## src/rtl/xbus_fb_ctl.sv

```systemverilog
// Xbus framebuffer slave: VRAM window with pan offset, register block, VBL timer and VRAM timeout.
// Optional macro XBUS_FB_POSTED_WRITE_EN posts framebuffer writes through a one-entry buffer.
module xbus_fb_ctl #(
  parameter logic [21:0] FB_BASE  = 22'o17000000,
  parameter int          FB_AW    = 15,
  parameter logic [21:0] REG_BASE = 22'o17377760,
  parameter int          CLK_HZ   = 50000000,
  parameter int          VBL_HZ   = 60,
  parameter int          TIMEOUT  = 255
) (
  input  logic             clk,
  input  logic             reset,
  input  logic [21:0]      addr,
  input  logic [31:0]      datain,
  input  logic             req,
  input  logic             write,
  output logic [31:0]      dataout,
  output logic             ack,
  output logic             decode,
  output logic             interrupt,
  output logic [FB_AW-1:0] vram_addr,
  output logic [31:0]      vram_data_out,
  input  logic [31:0]      vram_data_in,
  output logic             vram_req,
  input  logic             vram_ready,
  output logic             vram_write,
  input  logic             vram_done
);

  localparam logic [25:0] VBL_DIV = 26'(CLK_HZ / VBL_HZ);
  localparam logic [15:0] TMO     = 16'(TIMEOUT);

  typedef enum logic [1:0] {IDLE, WRITE, READ, DONE} state_t;
  state_t state;

  logic             in_fb;
  logic             in_reg;
  logic [FB_AW-1:0] fb_addr;
  logic [15:0]      wait_cnt;
  logic             wait_last;
  logic             fsm_tmo;
  logic             csr_wr;
  logic             wr_strobe;
  logic [25:0]      vbl_cnt;
  logic             vbl_wrap;
  logic [15:0]      frame;
  logic             int_en;
  logic             vbl_flag;
  logic             tmo_err;
  logic [FB_AW-1:0] pan;
  logic [31:0]      reg_rdata;
  logic             post_busy;
  logic             post_tmo;

  assign in_fb   = (addr[21:FB_AW] == FB_BASE[21:FB_AW]);
  assign in_reg  = (addr[21:3] == REG_BASE[21:3]);
  assign decode  = in_fb | in_reg;
  assign fb_addr = addr[FB_AW-1:0] + pan;

  assign wait_last = (wait_cnt + 16'd1 == TMO);
  assign fsm_tmo   = wait_last && (((state == WRITE) && !vram_done) ||
                                   ((state == READ) && !vram_ready));
  assign csr_wr    = (state == IDLE) && req && in_reg && !in_fb && write &&
                     (addr[2:0] == 3'd0);

  always_comb begin
    reg_rdata = '0;
    case (addr[2:0])
      3'd0:    reg_rdata = {26'b0, tmo_err, vbl_flag, int_en, 3'b000};
      3'd1:    reg_rdata = {16'b0, frame};
      3'd2:    reg_rdata[FB_AW-1:0] = pan;
      default: reg_rdata = '0;
    endcase
  end

  // Free-running vertical-blank divider; FRAME counts its wraps.
  assign vbl_wrap = (vbl_cnt == VBL_DIV - 26'd1);

  always_ff @(posedge clk or posedge reset) begin
    if (reset) begin
      vbl_cnt <= '0;
      frame   <= '0;
    end else if (vbl_wrap) begin
      vbl_cnt <= '0;
      frame   <= frame + 16'd1;
    end else begin
      vbl_cnt <= vbl_cnt + 26'd1;
    end
  end

`ifdef XBUS_FB_POSTED_WRITE_EN
  logic [FB_AW-1:0] post_addr;
  logic [31:0]      post_data;
  logic [15:0]      post_cnt;
  logic             post_take;

  assign post_take = (state == IDLE) && req && in_fb && write && !post_busy;
  assign post_tmo  = post_busy && !vram_done && (post_cnt + 16'd1 == TMO);

  // The buffer owns the VRAM write port from capture until done or timeout.
  always_ff @(posedge clk or posedge reset) begin
    if (reset) begin
      post_busy <= 1'b0;
      post_addr <= '0;
      post_data <= '0;
      post_cnt  <= '0;
    end else if (post_take) begin
      post_busy <= 1'b1;
      post_addr <= fb_addr;
      post_data <= datain;
      post_cnt  <= '0;
    end else if (post_busy) begin
      if (vram_done || post_tmo)
        post_busy <= 1'b0;
      else
        post_cnt <= post_cnt + 16'd1;
    end
  end

  assign vram_addr     = post_busy ? post_addr : fb_addr;
  assign vram_data_out = post_busy ? post_data : datain;
`else
  assign post_busy     = 1'b0;
  assign post_tmo      = 1'b0;
  assign vram_addr     = fb_addr;
  assign vram_data_out = datain;
`endif

  assign vram_write = wr_strobe | post_busy;

  always_ff @(posedge clk or posedge reset) begin
    if (reset) begin
      state     <= IDLE;
      wait_cnt  <= '0;
      dataout   <= '0;
      ack       <= 1'b0;
      vram_req  <= 1'b0;
      wr_strobe <= 1'b0;
      int_en    <= 1'b0;
      vbl_flag  <= 1'b0;
      tmo_err   <= 1'b0;
      pan       <= '0;
      interrupt <= 1'b0;
    end else begin
      interrupt <= int_en & vbl_flag;

      // Hardware set events take priority over software write-1-to-clear.
      if (vbl_wrap)
        vbl_flag <= 1'b1;
      else if (csr_wr && datain[4])
        vbl_flag <= 1'b0;

      if (fsm_tmo || post_tmo)
        tmo_err <= 1'b1;
      else if (csr_wr && datain[5])
        tmo_err <= 1'b0;

      case (state)
        IDLE: begin
          wait_cnt <= '0;
          if (req && in_fb && !post_busy) begin
            if (write) begin
`ifdef XBUS_FB_POSTED_WRITE_EN
              state <= DONE;
              ack   <= 1'b1;
`else
              state     <= WRITE;
              wr_strobe <= 1'b1;
`endif
            end else begin
              state    <= READ;
              vram_req <= 1'b1;
            end
          end else if (req && in_reg) begin
            state <= DONE;
            ack   <= 1'b1;
            if (write) begin
              if (addr[2:0] == 3'd0) int_en <= datain[3];
              if (addr[2:0] == 3'd2) pan <= datain[FB_AW-1:0];
            end else begin
              dataout <= reg_rdata;
            end
          end
        end
        WRITE: begin
          if (vram_done || wait_last) begin
            state     <= DONE;
            wr_strobe <= 1'b0;
            ack       <= 1'b1;
          end else begin
            wait_cnt <= wait_cnt + 16'd1;
          end
        end
        READ: begin
          if (vram_ready || wait_last) begin
            state    <= DONE;
            vram_req <= 1'b0;
            ack      <= 1'b1;
            dataout  <= vram_ready ? vram_data_in : 32'd0;
          end else begin
            wait_cnt <= wait_cnt + 16'd1;
          end
        end
        DONE: begin
          if (!req) begin
            state <= IDLE;
            ack   <= 1'b0;
          end
        end
        default: state <= IDLE;
      endcase
    end
  end

endmodule
```

## config.mk

```make
export PLATFORM = sky130hd
export DESIGN_NAME = xbus_fb_ctl
export DESIGN_NICKNAME = d
export VERILOG_FILES = /design/src/rtl/xbus_fb_ctl.sv
export SDC_FILE = /design/constraint.sdc
export NUM_CORES = 1
export LEC_CHECK = 0
export CAP_MARGIN = 5
export CORE_MARGIN = 5
export CORE_UTILIZATION = 53
export DETAILED_ROUTE_END_ITERATION = 7
export GPL_ROUTABILITY_DRIVEN = 0
export PLACE_DENSITY_LB_ADDON = 0.3
export SLEW_MARGIN = 20
export SYNTH_ARGS = -nofsm -noshare
export SYNTH_HDL_FRONTEND = slang
export SYNTH_SLANG_ARGS = --single-unit
```

## constraint.sdc

```tcl
create_clock -name clk -period 7.8 [get_ports clk]
set_input_delay 1.17 -clock clk [delete_from_list [all_inputs] [get_ports clk]]
set_output_delay 1.17 -clock clk [all_outputs]
set_load 0.02 [all_outputs]
```

==> summary.md, run 1 <==
| Metric | Value |
|---|---|
| Status | completed |
| Yosys cell types | 68 |
| Layout filler cell count | 980 |
| Vias | 5,740 |
| Initial core utilization | 0.535 |
| Root Buffer | clkbuf_16 |
| Vias in the first global route | 5,665 |
| Achievable Freq | 0.175 GHz |
| R2r setup slk | 4.36 ns |
| I/O pins | 176 |
| First-pass GRT wire length | 28.1 mm |
| RSZ-0062 raised after global routing | no |
| N_diodes | 0 |
| Synth Warn # | 0 |
| Pre-Repair DR Iteration Count | 5 |
| Area occupied by multi-input gates | 3320 um2 |
| Fin. max-slew vios | 0 |
| Num CTS Buffers | 17 |
| Via density | 5.73 |
| Worst-path clk slew | 0.06 ns |
| FFs w/ async S/R, synth | 1.00 |
| Reg area | 2850 um2 |
| Hold_buf cts | 0 |
| Max Buffers Root-to-Sink | 2 |
| CP endpoint kind | output port |
| PwrDens | 277 nW/um2 |
| Skew final | 0.00584 ns |
| Skew-Pair Late Insertion Delay | 0.41 ns |
| Predominant post-synthesis flop cell | dfrtp_1 |
| Worst-Margin Slew | 1.11 ns |
| Worst EP required | 6.63 ns |
| CP max stage cell | clkdlybuf4s50_1 |
| # Max-Cap Violations | 0 |
| Crit-path cells | clkdlybuf4s50_1, ha_1, inv_1, fa_1, nor2b_1, o21ai_0, a21boi_1, o41ai_1, o211ai_1, a31o_2, a21oi_1, xnor2_1, clkdlybuf4s50_1 |
| Clock sink count | 114 |
| Final core utilization | 0.688 |
| Iteration-0 DRC Markers | 366 |
| Total Negative Setup Slacks | 0 ns |
| Crit path launch type | primary input |
| Period Utilization, post-route | 0.734 |
| CTS tree | built |
| Layout area overhead | 28.4% |
| Worst VDD drop | 0.000156 V |
| Share of cells above drive strength 1 | 0.0819 |
| Post-CTS Setup Bufs | 0 |
| Number of port buffers | 141 |
| Critical path class | in -> out |
| DP Area | 7970 um2 |
| Gate Count Post-Synth | 716 |
| Total track usage | 0.236 |
| Synthesized Nets | 833 |
| Crit path top cell by count | clkdlybuf4s50_1 |
| Final Instance Area | 8610 um2 |
| Leakage | 3.64 nW |
| Largest stage delay, worst path | 0.62 ns |
| Grt total ovfl | 0 |
| Fin. Hold Viols | 0 |
| H-tree depth | 4 |
| CP Max Fanout | 7 |
| Wire per inst | 17.1 um |
| # setup viols final | 0 |
| Worst relative slew slack | 0.258 |
| Die Ht | 122 um |
| WL final | 17.2 mm |
| Routed Antenna Nets | 0 |
| Post-Place Setup Slack | 2.12 ns |
| DP HPWL | 12.5 mm |
| Post_cts resized | 0 |
| Area of the core | 12,500 um2 |
| Die Wd | 122 um |
| Layout Nets | 934 |
| Syn_area_per_cell | 9.36 um2 |
| Die area | 15,000 um2 |
| Final setup margin | 2.07 ns |
| FP Rows | 41 |
| Synthesized cell area | 6700 um2 |
| Sequential element share of the synthesized area | 0.426 |
| Flops & latches, synth | 114 |
| Critical Path AT | 4.56 ns |
| Initial antenna violation count | 0 |
| # DRC | 0 |
| Post-synth EDFFs | 0 |
| Hold Path Class | reg -> reg |
| Pin count of the biggest net entering global routing | 72 |
| Minimum clock period | 5.73 ns |
synthesized netlist by cell type (3+ instances only):
cell        n  area, um2
a21o_1      4       30.0
a21oi_1    39        195
a22o_1     16        140
a22oi_1    15        113
and2_1      9       56.3
and3_1     10       62.6
and4_1      5       43.8
buf_2      10       50.1
buf_4      33        248
buf_6       3       33.8
clkbuf_1   14       52.6
dfrtp_1   114       2850
ha_1       24        300
inv_1      40        150
mux2_1      7       78.8
mux2_2     11        124
mux2i_1     6       60.1
nand2_1    51        191
nand2b_1    5       31.3
nand3_1    44        220
nand3_2     3       30.0
nand4_1    20        125
nor2_1     66        248
nor2b_1     5       31.3
nor3_1      5       25.0
nor4_1      6       37.5
o21ai_0    13       65.1
o21ai_1    30        150
or2_2       7       43.8
or3_1       4       25.0
xnor2_1    39        342
xor2_1     11       96.3
critical path, delay by kind of cell:
family | cells | cell delay [ns]
fa+ha+maj | 2 | 0.50
buf+inv | 3 | 1.26
xor+xnor | 1 | 0.13
compound gates | 6 | 1.45
simple gates | 1 | 0.05
where the power goes:
group | total, mW | internal [mW] | switching (mW)
combinational | 0.782 | 0.328 | 0.454
sequential | 0.769 | 0.694 | 0.0741
clock | 0.830 | 0.537 | 0.292
total | 2.38 | 1.56 | 0.820
registers in the layout (all words and copies together), names as in the netlist, 2 cells and up:
register / count
frame: 16
state: 2
pan: 15
wait_cnt: 16
dataout: 32
vbl_cnt: 26
final timing paths:
kind	start	endpoint	cells after the start
worst max register to register	wait_cnt[5]	dataout[28]	9
max in group asynchronous	reset	dataout[10]	3
worst min-delay path	vbl_cnt[25]	vbl_cnt[25]	1
min in group asynchronous	reset	vbl_cnt[18]	2
worst min register to register	vbl_cnt[25]	vbl_cnt[25]	1
worst max-delay path	addr[0]	vram_addr[14]	13
layout by cell type (no fill, tap or decap), types with 3 or more instances in the layout:
cell	Yosys	routed
xnor2_1	39	39
inv_6	0	3
a22oi_1	15	15
and2_1	9	9
mux2i_1	6	6
clkinv_4	0	4
nand2_1	51	51
nor2_1	66	66
a22o_1	16	16
xor2_1	11	11
inv_1	40	39
a21o_1	4	4
or2_2	7	7
dfrtp_1	114	114
or3_1	4	4
o21ai_0	13	13
bufinv_16	0	4
mux2_2	11	11
clkdlybuf4s50_1	0	141
o21ai_1	30	30
nand3_1	44	44
nand3_2	3	3
nand4_1	20	20
and3_1	10	10
clkbuf_16	0	17
ha_1	24	24
nor3_1	5	5
nor2b_1	5	5
nor4_1	6	6
nand2b_1	5	5
and4_1	5	5
mux2_1	7	7
a21oi_1	39	39
layer usage:
layer,share of wire,up-vias,wire (um),track usage
met2,0.51,243,8720,0.406
li1,-,2691,-,-
met5,0,-,0,0
met3,0.074,36,1260,0.0581
met1,0.40,2770,6780,0.286
met4,0.023,0,400,0.0917
final cells by class:
type                            instances  share of cell area
Clock buffer                           17              0.0494
Clock inverter                         15              0.0240
Inverter                               41              0.0182
Multi-Input combinational cell        500               0.386
Sequential cell                       114               0.331
Tap cell                              172              0.0250
Timing Repair Buffer                  143               0.166
stage by stage:
step | hold WS, ns | power (mW) | std cells
3_3_place_gp | 0.465 | 1.54 | 970
5_1_grt | 0.507 | 2.51 | 1002
2_1_floorplan | 0.441 | 1.28 | 716
4_1_cts | 0.478 | 2.40 | 1002
3_5_place_dp | 0.467 | 1.56 | 970
6_report | 0.476 | 2.38 | 1002
kinds of logic (layout without fill, tap and decap cells):
kind of cell,after synthesis,after routing,share of synthesized area
AOI/OAI and AO/OA,150,150,0.149
and+or+nand+nor,251,251,0.192
muxes,24,24,0.0392
DFF,114,114,0.426
buffers and inverters,102,216,0.0809
xor gates and xnor gates,50,50,0.0654
adders and majority gates,25,25,0.0478
(Power assumes the default switching activity.)
==> run 2, diff against run 1 <==
--- a/config.mk
+++ b/config.mk
@@ -7,7 +7,7 @@
 export LEC_CHECK = 0
 export CAP_MARGIN = 5
 export CORE_MARGIN = 5
-export CORE_UTILIZATION = 53
+export CORE_UTILIZATION = 50
 export DETAILED_ROUTE_END_ITERATION = 7
 export GPL_ROUTABILITY_DRIVEN = 0
 export PLACE_DENSITY_LB_ADDON = 0.3
==> constraint.sdc (replaced) <==
create_clock -name clk -period 5.27 [get_ports clk]
set_input_delay 0.7905 -clock clk [delete_from_list [all_inputs] [get_ports clk]]
set_output_delay 0.7905 -clock clk [all_outputs]
set_load 0.02 [all_outputs]
==> run 2 against run 1 <==
Compared with the run above: routed wire length shrank 4.0%; final cell count grew 0.60%; sequential power grew 48%; register-to-register slack lost 2.8 ns; clock power grew 45%; via count shrank 2.0%; sequential share of layout area is essentially flat; setup slack lost 1.7 ns; core utilization shrank 3.5 points; non-clock buffer count grew 2; critical endpoint unchanged.
==> summary.md, run 2 (same netlist as run 1, synthesis figures left out) <==
| Metric | Value |
|---|---|
| Fin. max-slew vios | 0 (unchanged) |
| CP endpoint kind | output port |
| Area of the core | 13,200 um2 (+5.4%) |
| R2R cell count | 9 (unchanged) |
| Iteration-0 DRC Markers | 343 (-6.3%) |
| Skew-Pair Late Insertion Delay | 0.42 ns (about the same) |
| Max Buffers Root-to-Sink | 2 (unchanged) |
| # Max-Cap Violations | 0 (unchanged) |
| Layout Cells excl Fill | 1,008 (+0.60%) |
| Root Buffer | clkbuf_16 |
| Worst-path clk slew | 0.06 ns (about the same) |
| Die Ht | 126 um (+2.7%) |
| Reg area | 2850 um2 (unchanged) |
| CP Max Fanout | 3 (-4) |
| Initial core utilization | 0.508 (-0.0273) |
| Grt total ovfl | 0 (unchanged) |
| I/O pins | 176 (unchanged) |
| Clock sink count | 114 (unchanged) |
| Vias in the first global route | 5,615 (-0.88%) |
| Hold Path Class | reg -> reg |
| Total Power | 3.50 mW (+47%) |
| Worst relative slew slack | 0.357 (+0.0991) |
| Minimum clock period | 4.89 ns |
| Die area | 15,800 um2 (+5.5%) |
| PwrDens | 406 nW/um2 (+47%) |
| Vias | 5,625 (-2.0%) |
| WL final | 16.5 mm (-4.0%) |
| Critical Path AT | 4.10 ns (-0.46 ns) |
| Layout filler cell count | 1,053 (+7.4%) |
| Routed Antenna Nets | 0 (unchanged) |
| CTS tree | built |
| Cell depth of the worst min-delay path | 1 (unchanged) |
| Worst-Margin Slew | 0.961 ns (-0.152 ns) |
| N_diodes | 0 (unchanged) |
| DP HPWL | 12.2 mm (-1.7%) |
| Number of port buffers | 141 (unchanged) |
| Pre-Repair DR Iteration Count | 5 (unchanged) |
| Die Wd | 126 um (+2.7%) |
| Layout Nets | 936 (+0.21%) |
| Layout area overhead | 28.6% (about the same) |
| Period Utilization, post-route | 0.928 |
| H-tree depth | 4 (unchanged) |
| Max FFs per register | 32 (unchanged) |
| Post-CTS Setup Bufs | 0 (unchanged) |
| Crit path launch type | primary input |
| Status | completed |
| Reg with most FFs | dataout |
| Share of cells above drive strength 1 | 0.0829 (+0.00100) |
| First-pass GRT wire length | 27.3 mm (-2.7%) |
| FP Rows | 42 (+2.4%) |
| Via density | 5.58 (-2.6%) |
| Total Negative Setup Slacks | 0 ns (unchanged) |
| Placed Instances | 976 (+0.62%) |
| # setup viols final | 0 (unchanged) |
| Leakage | 3.65 nW (+0.11%) |
| Hold_buf cts | 0 (unchanged) |
| Largest registers | dataout x32, vbl_cnt x26 |
| Area occupied by multi-input gates | 3320 um2 (about the same) |
| Num CTS Buffers | 17 (unchanged) |
| Post_cts resized | 0 (unchanged) |
| Skew final | 0.00665 ns (+0.000810 ns) |
| # DRC | 0 (unchanged) |
| Achievable Freq | 0.205 GHz |
| Leading cell type in the layout, fill and taps excluded | clkdlybuf4s50_1 |
| Worst VDD drop | 0.000245 V (+58%) |
| RSZ-0062 raised after global routing | no |
| Worst EP required | 4.48 ns (-2.15 ns) |
| Critical path class | in -> out |
| Final setup margin | 0.381 ns (-1.69 ns) |
| Pin count of the biggest net entering global routing | 77 (+6.9%) |
| Total track usage | 0.209 (-0.0270) |
| Initial antenna violation count | 0 (unchanged) |
| Post-Place Setup Slack | 0.408 ns (-1.71 ns) |
| Wire per inst | 16.4 um (-4.5%) |
| Most frequent cells in the layout | clkdlybuf4s50_1 (141), dfrtp_1 (114), nor2_1 (66), nand2_1 (51), nand3_1 (44) |
| Fin. Hold Viols | 0 (unchanged) |
## run 2: cell count changes in the layout (fill, tap and decap cells not counted), sizes merged
cell | before | now
buf | 2 | 4
inv | 44 | 42
clkbuf | 17 | 19
## run 2: cell type report
class                      instances  area share
inverter                          41      0.0182
multi-input combinational        500       0.386
clock inverter                    13      0.0215
clock buffer                      19      0.0503
sequential                       114       0.331
timing repair buffer             145       0.167
tap                              176      0.0256
## run 2: worst paths after layout
check                             from       endpoint  slack, ns
min reg2reg                  frame[15]      frame[15]       0.48
max                            addr[0]  vram_addr[14]       0.38
min in group asynchronous        reset    wait_cnt[0]       0.95
min                          frame[15]      frame[15]       0.48
max in group asynchronous        reset       frame[0]       3.28
max reg2reg                wait_cnt[5]    dataout[20]       1.52
## run 2: layer usage
layer / share of wire / track usage
met4: 0.020 / 0.0681
met5: 0 / 0
met2: 0.51 / 0.365
met1: 0.41 / 0.250
met3: 0.064 / 0.0593
## run 2: worst max-delay path, cell delays in order
cell and delay (ns):
clkdlybuf4s50_1 0.47, ha_1 0.25, inv_1 0.08, fa_1 0.20
nor2b_1 0.05, o21ai_0 0.21, a21boi_1 0.14, o41ai_1 0.50
o211ai_1 0.21, a31o_2 0.26, a21oi_1 0.17, xnor2_1 0.14
clkdlybuf4s50_1 0.63
## run 2: through the flow
step           utilization  cell area (um2)  hold WS, ns
3_5_place_dp         0.606             7990        0.465
4_1_cts              0.653             8610        0.477
6_report             0.653             8610        0.479
5_1_grt              0.653             8610        0.505
3_3_place_gp         0.606             7990        0.465
2_1_floorplan            -             6700        0.441
## run 2: report_power, final
part,total (mW),switching (mW),internal (mW)
sequential,1.14,0.110,1.03
combinational,1.16,0.669,0.492
clock,1.20,0.411,0.790
total,3.50,1.19,2.31
==> run 3, diff against run 2 <==
--- a/config.mk
+++ b/config.mk
@@ -11,6 +11,7 @@
 export DETAILED_ROUTE_END_ITERATION = 7
 export GPL_ROUTABILITY_DRIVEN = 0
 export PLACE_DENSITY_LB_ADDON = 0.3
+export SKIP_LAST_GASP = 1
 export SLEW_MARGIN = 20
 export SYNTH_ARGS = -nofsm -noshare
 export SYNTH_HDL_FRONTEND = slang
==> results of run 3 <==
Same layout as run 2: the final DEF is identical, and so are final timing and power.
